### config.mk
export PLATFORM = sky130hd
export DESIGN_NAME = uart_tx_arbiter_flat
export DESIGN_NICKNAME = d
export VERILOG_FILES = /design/src/rtl/uart_tx_arbiter_if.sv /design/src/rtl/uart_tx_arbiter.sv /design/src/flat_wrapper.sv
export SDC_FILE = /design/constraint.sdc
export NUM_CORES = 1
export LEC_CHECK = 0
export BUFFER_PORTS_ARGS = -buffer_cell sky130_fd_sc_hd__buf_2
export CAP_MARGIN = 20
export CORE_MARGIN = 1.5
export CORE_UTILIZATION = 43
export CTS_CLUSTER_DIAMETER = 120
export DETAILED_ROUTE_END_ITERATION = 10
export GPL_TIMING_DRIVEN = 1
export PLACE_DENSITY = 0.73
export SYNTH_ARGS = -nofsm -noshare
export SYNTH_HDL_FRONTEND = slang
export SYNTH_SLANG_ARGS = --single-unit
### constraint.sdc
create_clock -name i_clk -period 1.36 [get_ports i_clk]
set_input_delay 0 -clock i_clk [delete_from_list [all_inputs] [get_ports i_clk]]
set_output_delay 0 -clock i_clk [all_outputs]
set_load 0.005 [all_outputs]
### src/rtl/uart_tx_arbiter_if.sv
// Requester-side and uart_tx-side signals of uart_tx_arbiter, grouped for port binding.
// Handshake: a byte moves when valid && ready in the same cycle; valid never waits on ready.
interface uart_tx_arbiter_if #(
   parameter int N_REQ = 4
);
   logic [N_REQ-1:0]   i_req_valid;
   logic [8*N_REQ-1:0] i_req_data;
   logic [N_REQ-1:0]   i_req_last;
   logic [N_REQ-1:0]   o_req_ready;
   logic [7:0]         o_tx_data;
   logic               o_tx_valid;
   logic               i_tx_ready;
   logic [N_REQ-1:0]   o_grant;
   logic               o_busy;
   logic               o_timeout;
   logic               o_dbg_locked;

   modport master (
      output i_req_valid, i_req_data, i_req_last, i_tx_ready,
      input  o_req_ready, o_tx_data, o_tx_valid, o_grant, o_busy, o_timeout, o_dbg_locked
   );

   modport slave (
      input  i_req_valid, i_req_data, i_req_last, i_tx_ready,
      output o_req_ready, o_tx_data, o_tx_valid, o_grant, o_busy, o_timeout, o_dbg_locked
   );
endinterface

### src/rtl/uart_tx_arbiter.sv
// Message-granular round-robin arbiter sharing one uart_tx between N_REQ byte streams,
// with an idle-timeout that revokes stalled owners and one registered output stage.
module uart_tx_arbiter #(
   parameter int N_REQ          = 4,
   parameter int TIMEOUT_CYCLES = 4096
) (
   input logic               i_clk,
   input logic               i_rst,
   uart_tx_arbiter_if.slave  bus
);
   localparam int IW = (N_REQ > 1) ? $clog2(N_REQ) : 1;
   localparam int CW = (TIMEOUT_CYCLES > 0) ? $clog2(TIMEOUT_CYCLES + 1) : 1;

   typedef enum logic {ST_IDLE = 1'b0, ST_LOCKED = 1'b1} state_e;

   state_e           state_q, state_d;
   logic [N_REQ-1:0] grant_q, grant_d;
   logic [IW-1:0]    last_g_q, last_g_d;
   logic [CW-1:0]    cnt_q, cnt_d;
   logic [7:0]       tx_data_q, tx_data_d;
   logic             tx_valid_q, tx_valid_d;
   logic             timeout_q, timeout_d;

   logic             owner_valid, owner_last, out_free, accept, stall_expire, any_valid;
   logic [7:0]       owner_data;
   logic [IW-1:0]    cand, pick_idx;

   always_ff @(posedge i_clk) begin
      if (i_rst) begin
         state_q    <= ST_IDLE;
         grant_q    <= '0;
         last_g_q   <= IW'(N_REQ - 1);
         cnt_q      <= '0;
         tx_data_q  <= 8'h00;
         tx_valid_q <= 1'b0;
         timeout_q  <= 1'b0;
      end else begin
         state_q    <= state_d;
         grant_q    <= grant_d;
         last_g_q   <= last_g_d;
         cnt_q      <= cnt_d;
         tx_data_q  <= tx_data_d;
         tx_valid_q <= tx_valid_d;
         timeout_q  <= timeout_d;
      end
   end

   always_comb begin : owner_mux
      owner_valid = 1'b0;
      owner_last  = 1'b0;
      owner_data  = 8'h00;
      for (int k = 0; k < N_REQ; k++) begin
         if (grant_q[k]) begin
            owner_valid = bus.i_req_valid[k];
            owner_last  = bus.i_req_last[k];
            owner_data  = bus.i_req_data[8*k +: 8];
         end
      end
   end

   // Search starts one past the previous winner so every requester gets a turn.
   always_comb begin : rr_pick
      any_valid = 1'b0;
      pick_idx  = last_g_q;
      cand      = last_g_q;
      for (int i = 1; i <= N_REQ; i++) begin
         cand = IW'((int'(last_g_q) + i) % N_REQ);
         if (!any_valid && bus.i_req_valid[cand]) begin
            any_valid = 1'b1;
            pick_idx  = cand;
         end
      end
   end

   assign out_free     = !tx_valid_q || bus.i_tx_ready;
   assign accept       = (state_q == ST_LOCKED) && owner_valid && out_free;
   assign stall_expire = (TIMEOUT_CYCLES != 0) && (state_q == ST_LOCKED) && !owner_valid &&
                         (cnt_q == CW'(TIMEOUT_CYCLES - 1));

   always_comb begin : next_state
      state_d   = state_q;
      grant_d   = grant_q;
      last_g_d  = last_g_q;
      cnt_d     = cnt_q;
      timeout_d = 1'b0;
      case (state_q)
         ST_IDLE: begin
            cnt_d = '0;
            if (any_valid) begin
               state_d  = ST_LOCKED;
               grant_d  = N_REQ'(1) << pick_idx;
               last_g_d = pick_idx;
            end
         end
         ST_LOCKED: begin
            if (accept && owner_last) begin
               state_d = ST_IDLE;
               grant_d = '0;
               cnt_d   = '0;
            end else if (stall_expire) begin
               state_d   = ST_IDLE;
               grant_d   = '0;
               cnt_d     = '0;
               timeout_d = 1'b1;
            end else if (owner_valid || (TIMEOUT_CYCLES == 0)) begin
               cnt_d = '0;
            end else begin
               cnt_d = cnt_q + CW'(1);
            end
         end
         default: begin
            state_d = ST_IDLE;
            grant_d = '0;
         end
      endcase
   end

   // A load in the same cycle as a drain wins, keeping valid high with the new byte.
   always_comb begin : out_stage
      tx_valid_d = tx_valid_q;
      tx_data_d  = tx_data_q;
      if (tx_valid_q && bus.i_tx_ready) tx_valid_d = 1'b0;
      if (accept) begin
         tx_valid_d = 1'b1;
         tx_data_d  = owner_data;
      end
   end

   always_comb begin : outputs
      bus.o_req_ready  = ((state_q == ST_LOCKED) && out_free) ? grant_q : '0;
      bus.o_busy       = (state_q == ST_LOCKED) || tx_valid_q;
      bus.o_grant      = grant_q;
      bus.o_tx_data    = tx_data_q;
      bus.o_tx_valid   = tx_valid_q;
      bus.o_timeout    = timeout_q;
      bus.o_dbg_locked = (state_q == ST_LOCKED);
   end
endmodule

### src/flat_wrapper.sv
// flat-port wrapper written by rule: the top's interface ports become plain ports
module uart_tx_arbiter_flat 
#(
   parameter int N_REQ          = 4,
   parameter int TIMEOUT_CYCLES = 4096
)
  (i_clk, i_rst, bus_i_req_valid, bus_i_req_data, bus_i_req_last, bus_i_tx_ready, bus_o_req_ready, bus_o_tx_data, bus_o_tx_valid, bus_o_grant, bus_o_busy, bus_o_timeout, bus_o_dbg_locked);
  uart_tx_arbiter_if #(.N_REQ(N_REQ)) bus_i ();
  input logic i_clk;
  input logic i_rst;
  input wire logic [$bits(bus_i.i_req_valid)-1:0] bus_i_req_valid;
  input wire logic [$bits(bus_i.i_req_data)-1:0] bus_i_req_data;
  input wire logic [$bits(bus_i.i_req_last)-1:0] bus_i_req_last;
  input wire logic [$bits(bus_i.i_tx_ready)-1:0] bus_i_tx_ready;
  output wire logic [$bits(bus_i.o_req_ready)-1:0] bus_o_req_ready;
  output wire logic [$bits(bus_i.o_tx_data)-1:0] bus_o_tx_data;
  output wire logic [$bits(bus_i.o_tx_valid)-1:0] bus_o_tx_valid;
  output wire logic [$bits(bus_i.o_grant)-1:0] bus_o_grant;
  output wire logic [$bits(bus_i.o_busy)-1:0] bus_o_busy;
  output wire logic [$bits(bus_i.o_timeout)-1:0] bus_o_timeout;
  output wire logic [$bits(bus_i.o_dbg_locked)-1:0] bus_o_dbg_locked;
  assign bus_i.i_req_valid = bus_i_req_valid;
  assign bus_i.i_req_data = bus_i_req_data;
  assign bus_i.i_req_last = bus_i_req_last;
  assign bus_i.i_tx_ready = bus_i_tx_ready;
  assign bus_o_req_ready = bus_i.o_req_ready;
  assign bus_o_tx_data = bus_i.o_tx_data;
  assign bus_o_tx_valid = bus_i.o_tx_valid;
  assign bus_o_grant = bus_i.o_grant;
  assign bus_o_busy = bus_i.o_busy;
  assign bus_o_timeout = bus_i.o_timeout;
  assign bus_o_dbg_locked = bus_i.o_dbg_locked;
  uart_tx_arbiter #(.N_REQ(N_REQ), .TIMEOUT_CYCLES(TIMEOUT_CYCLES)) u_core (.i_clk(i_clk), .i_rst(i_rst), .bus(bus_i));
endmodule
* After elaboration in Yosys (flattened, before gate mapping) *
Index checks and enable logic that the tools add are counted.

operators by class
  $add $sub $neg = 5
  magnitude comparators = 4
  eq/ne operators = 3
  shifts and indexed selects = 1
  mux-type cells = 44
  bitwise gates (word level) = 1
  reduce and logical (&&, ||, !) cells = 21

operators with widths
  cell                                                    number
  2-to-1 mux 13 bit                                       3
  2-to-1 mux 8 bit                                        4
  one-hot mux 13 bit (2 select lines)                     1
  2-to-1 mux 1 bit                                        22
  2-to-1 mux 4 bit                                        4
  adder 13 x 1 -> 13 bit (second input constant)          1
  == test 13 x 12 -> 1 bit (second input constant)        1
  < comparator 2 x 3 -> 1 bit (second input constant)     4
  logical AND 1 bit                                       10
  binary-select mux 1 bit (select 2 bit)                  4
  2-to-1 mux 2 bit                                        4
  one-hot mux 4 bit (2 select lines)                      1
  zero test 1 bit                                         5
  adder 2 x 1 -> 2 bit (second input constant)            2
  adder 2 bit (second input constant)                     2
  AND reduction 2 bit                                     2
  << shifter 1 x 2 -> 4 bit (first input constant)        1
  inequality test 3 bit (second input constant)           1
  OR reduction 3 bit                                      1
  logical OR 1 bit                                        2
  inequality test 2 x 1 -> 1 bit (second input constant)  1
  one-hot mux 1 bit (2 select lines)                      1
  nonzero test 2 bit                                      1
  NOT 1 bit                                               1

word-level totals
  register bits = 30
  input bits = 43
  output and inout port bits = 20
  logic and storage cells = 86

* Longest topological paths before layout *
  depth after elaboration = 16
  mapped depth = 6
  mapped depth without buffers = 6

* Worst setup path before layout *
Ideal clock, no wire load.

  kind = reg2reg
  from = register u_core.grant_q[1] (netlist: u_core.bus.o_grant[1])
  to = register u_core.grant_q[0] (netlist: u_core.bus.o_grant[0])
  setup time = 91 ps
  arrival = 1394 ps
  required time = 1269 ps
  path slack = -125 ps
  cell stages (with the launch flop) = 7
  path buffers = 1
  clock period less this slack = 1485 ps
  cell sequence = dfxtp_1 nor2b_1 buf_6 a221o_1 a22oi_2 o221ai_2 a311oi_1

on the way
  cells in the longest elaborated chain, start to end = 8
  elaborated cells between the ends (all ways) = 16
  classes of those cells = eq/ne: 1; mux: 8; reduce/logical: 7

RTL lines
  element                                                                    line                                          source
  start, declared                                                            uart_tx_arbiter.sv:17                         logic [N_REQ-1:0] grant_q, grant_d;
  start signal, assigned                                                     uart_tx_arbiter.sv:39                         grant_q <= grant_d;
  2-to-1 mux 1 bit (3 in series)                                             uart_tx_arbiter.sv:53                         if (grant_q[k]) begin
  logical AND 1 bit or zero test 1 bit (tied branches)                       uart_tx_arbiter.sv:76, uart_tx_arbiter.sv:77
  logical AND 1 bit (on tied branches)                                       uart_tx_arbiter.sv:76, uart_tx_arbiter.sv:77
  logical AND 1 bit (on tied branches)                                       uart_tx_arbiter.sv:96, uart_tx_arbiter.sv:77
  2-to-1 mux 4 bit or inequality test 3 bit (tied branches)                  -
  one-hot mux 4 bit (2 select lines) or AND reduction 2 bit (tied branches)  -

Parallel ways exist; a longest one is shown, timed or not.
A chain may end at the register's enable or synchronous reset.

* Worst setup path after layout *
  from = register u_core.grant_q[1] (netlist: u_core.bus.o_grant[1])
  to = register u_core.grant_q[2] (netlist: u_core.bus.o_grant[2])

The elaborated chain is that of the path after synthesis.

==> results.py <==
metrics = {
    "run_status": {
        "run_status": "finished, violations left",
        "violations": "setup timing",
    },
    "place": {
        "dpl_cell_area_um2": 2260,
        "dp_hpwl_mm": 3.40,
        "dpl_worst_slack_ns": -0.154,
        "portBuffers": 62,
        "place.gp.congestion": 0.836,
        "dp_cells": 335,
    },
    "clock_tree": {
        "cts_buffers": 5,
        "postCtsHoldBufs": 0,
        "cts_max_path_buffers": 2,
        "clk_latency_ns": 0.29,
        "cts.sinks": 30,
        "cts_tree": "built",
        "cts_max_level": 2,
        "clkTransAtPathRegs_ns": 0.06,
        "root_buffer": "clkbuf_8",
    },
    "cells_and_area": {
        "layout_commonest_cell": "buf_2",
        "postLayoutCoreUtil": 0.705,
        "nets": 342,
        "synthToLayoutAreaGrowth_pct": 59.5,
        "fillers": 294,
        "design_area_um2": 2560,
        "final_cells": 347,
        "layout_common_cells": "62 x buf_2, 39 x buf_4, 26 x nor2_1",
        "drive_above_1_share": 0.502,
        "antenna_cells": 0,
    },
    "detailed_routing": {
        "drt_first_pass_iters": 4,
        "vias_per_cell": 5.33,
        "wl_per_cell_um": 13.9,
        "vias": 1848,
        "wl_mm": 4.83,
        "drcViolationCount": 0,
        "ant_nets": 0,
        "drtIter0Drc": 84,
    },
    "sta": {
        "worst_slack_ns": -0.114,
        "period_share": 1.08,
        "rsz0062_at_grt": "yes",
        "tightestPinTransition_ns": 0.333,
        "finalCriticalPeriod_ns": 1.47,
        "drv_slew": 0,
        "setup_viol": 19,
        "hold_violations": 0,
        "fin_worst_skew_ns": 0.00569,
        "slew_headroom": 0.777,
        "fmax_mhz": 678,
    },
    "hold_path": {
        "hold_path_end": "u_core.bus.o_tx_data[4]",
        "worstHoldStart": "bus_i_req_data[28]",
        "hp-class": "primary input to flop",
        "holdPathStages": 3,
    },
    "global_route": {
        "gr-total-overflow": 0,
        "antenna_found_initial": 0,
        "grt_max_degree": 21,
        "grt_pass1_wl_mm": 7.44,
        "track_usage": 0.237,
        "grt_pass1_vias": 1668,
    },
    "synthesis": {
        "yosys_register_bits": 30,
        "avgSynthCellArea_um2": 8.11,
        "ys_warn_count": 0,
        "synth_cells": 198,
        "synth_cell_type_count": 37,
        "synth_nets": 242,
        "ys_seq_area_frac": 0.374,
        "synth_area_um2": 1610,
    },
    "power": {
        "combPwrFrac": 0.245,
        "pwr-share-clk": 0.406,
        "power_w": 0.00278,
        "ir_drop_mv": 0.841,
        "intPower_w": 0.00205,
        "seqPwrFrac": 0.349,
        "leakagePower_nw": 1.13,
        "swShare": 0.263,
        "p_switching_w": 0.000731,
        "power_density_nw_per_um2": 1090,
    },
    "setup_path": {
        "worstReg2RegEnd": "u_core.bus.o_grant[2]",
        "timing.rr.start": "u_core.bus.o_grant[1]",
        "ff2ff_path_depth": 5,
        "required_ns": 1.55,
        "r2r_setup_slack_ns": -0.11,
        "critPathArrivalTime_ns": 1.67,
        "start_kind": "flop",
        "path_class": "flop to flop",
        "endpoint_kind": "flop",
        "crit_path_max_fanout": 5,
    },
    "job": {
        "maxCapViolCount": 0,
    },
    "die": {
        "ioPinCount": 63,
        "die_area_um2": 4110,
        "fp.coreArea_um2": 3630,
        "die_y_um": 64.1,
        "fp-row-count": 22,
        "initial_utilization": 0.442,
        "fp.dieW_um": 64.1,
    },
}
[timing repair]
action / CTS / global route
resized for setup: 8 / 22
hold endpoints to repair: 0 / 0
pin swaps: 5 / 5
endpoints found under the setup margin: 26 / 29
gates cloned: 1 / 0
setup buffers: 2 / 1
[registers in the layout, summed over array words and instances (netlist names)]
register	cells
u_core.bus.o_tx_valid	1
u_core.bus.o_tx_data	8
u_core.last_g_q	2
u_core.bus.o_dbg_locked	1
u_core.bus.o_grant	4
u_core.bus.o_timeout	1
u_core.cnt_q	13
[synthesized netlist by cell type, drive strengths merged]
| library cell | count | share of area |
|---|---|---|
| dfxtp | 30 | 0.37 |
| nor2 | 27 | 0.063 |
| nor3 | 17 | 0.053 |
| a211oi | 10 | 0.047 |
| nand2 | 10 | 0.023 |
| nor2b | 10 | 0.039 |
| a221oi | 9 | 0.053 |
| clkbuf | 8 | 0.019 |
| a21oi | 7 | 0.022 |
| and3 | 7 | 0.027 |
| nand3 | 7 | 0.022 |
| nand2b | 6 | 0.023 |
| o21ai | 6 | 0.019 |
| xnor2 | 6 | 0.033 |
| inv | 4 | 0.0093 |
| or2 | 4 | 0.016 |
| xor2 | 4 | 0.022 |
| a311oi | 3 | 0.016 |
| and2 | 3 | 0.012 |
| buf | 3 | 0.012 |
| nand4 | 3 | 0.012 |
| a31oi | 2 | 0.0078 |
| o31a | 2 | 0.011 |
| o32ai | 2 | 0.011 |
| a211o | 1 | 0.0055 |
| a221o | 1 | 0.0062 |
| a22oi | 1 | 0.0078 |
| and3b | 1 | 0.0055 |
| and4 | 1 | 0.0055 |
| ha | 1 | 0.0078 |
| nor4 | 1 | 0.0078 |
| o221ai | 1 | 0.0093 |
[cells by family (layout without fill, tap and decap cells)]
group | Yosys count | count (layout) | share of synthesized area
adder cells (fa/ha/maj) | 1 | 1 | 0.00779
AO/OA/AOI/OAI | 45 | 45 | 0.215
XOR/XNOR | 10 | 10 | 0.0545
buffers and inverters | 15 | 115 | 0.0405
AND/OR/NAND/NOR | 97 | 98 | 0.308
flip-flops | 30 | 30 | 0.374
[per-layer routing]
layer | global-route usage | vias to the layer above | share of wire
met4 | 0.0984 | 0 | 0.023
met5 | 0 | - | 0
met1 | 0.304 | 862 | 0.46
met3 | 0.0739 | 11 | 0.038
met2 | 0.370 | 53 | 0.48
li1 | - | 922 | -
[critical path, stage by stage, from the launching register on]
cell	delay, ns
dfxtp_4	0.37
buf_6	0.13
a221o_1	0.34
a22oi_2	0.14
o221ai_2	0.17
a311oi_1	0.23
[metrics by stage]
step                      hold WS (ns)  setup TNS (ns)
after detailed placement         0.333           -2.28
after global placement           0.329           -1.47
after global routing            0.0390           -2.80
after floorplan                  0.236          -0.224
after CTS                       0.0365           -1.02
final                           0.0529           -1.04
[power groups by stage]
stage / Sequential [W] / Clock, W / Combinational, W
3_5_place_dp: 0.000984 / 0 / 0.000589
4_1_cts: 0.000967 / 0.00114 / 0.000613
5_1_grt: 0.000979 / 0.00119 / 0.000743
2_1_floorplan: 0.000986 / 0 / 0.000314
6_report: 0.000972 / 0.00113 / 0.000680
3_3_place_gp: 0.000983 / 0 / 0.000581
[how the worst max path moves through the flow]
stage	startpoint	end	slack, ns	cells past startpoint
after global placement	u_core.bus.o_grant[1]	u_core.cnt_q[6]	-0.09	6
after detailed placement	u_core.bus.o_grant[1]	u_core.cnt_q[4]	-0.15	6
after CTS	u_core.bus.o_grant[0]	u_core.bus.o_tx_data[2]	-0.1	6
final	u_core.bus.o_grant[1]	u_core.bus.o_grant[2]	-0.11	5
after global routing	u_core.last_g_q[1]	u_core.bus.o_grant[3]	-0.20	5
after floorplan	u_core.bus.o_grant[0]	u_core.bus.o_grant[0]	-0.09	6
[cell type report]
type | instances | area, um^2 | share of cell area
clock buffers | 6 | 82.6 | 0.0322
clock inverters | 2 | 60.1 | 0.0234
inverters | 4 | 15.0 | 0.00586
multi-input cells | 154 | 1100 | 0.428
flip-flops and latches | 30 | 613 | 0.239
well taps | 48 | 60.1 | 0.0234
repair buffers | 103 | 634 | 0.248
(Power assumes the default switching activity.)
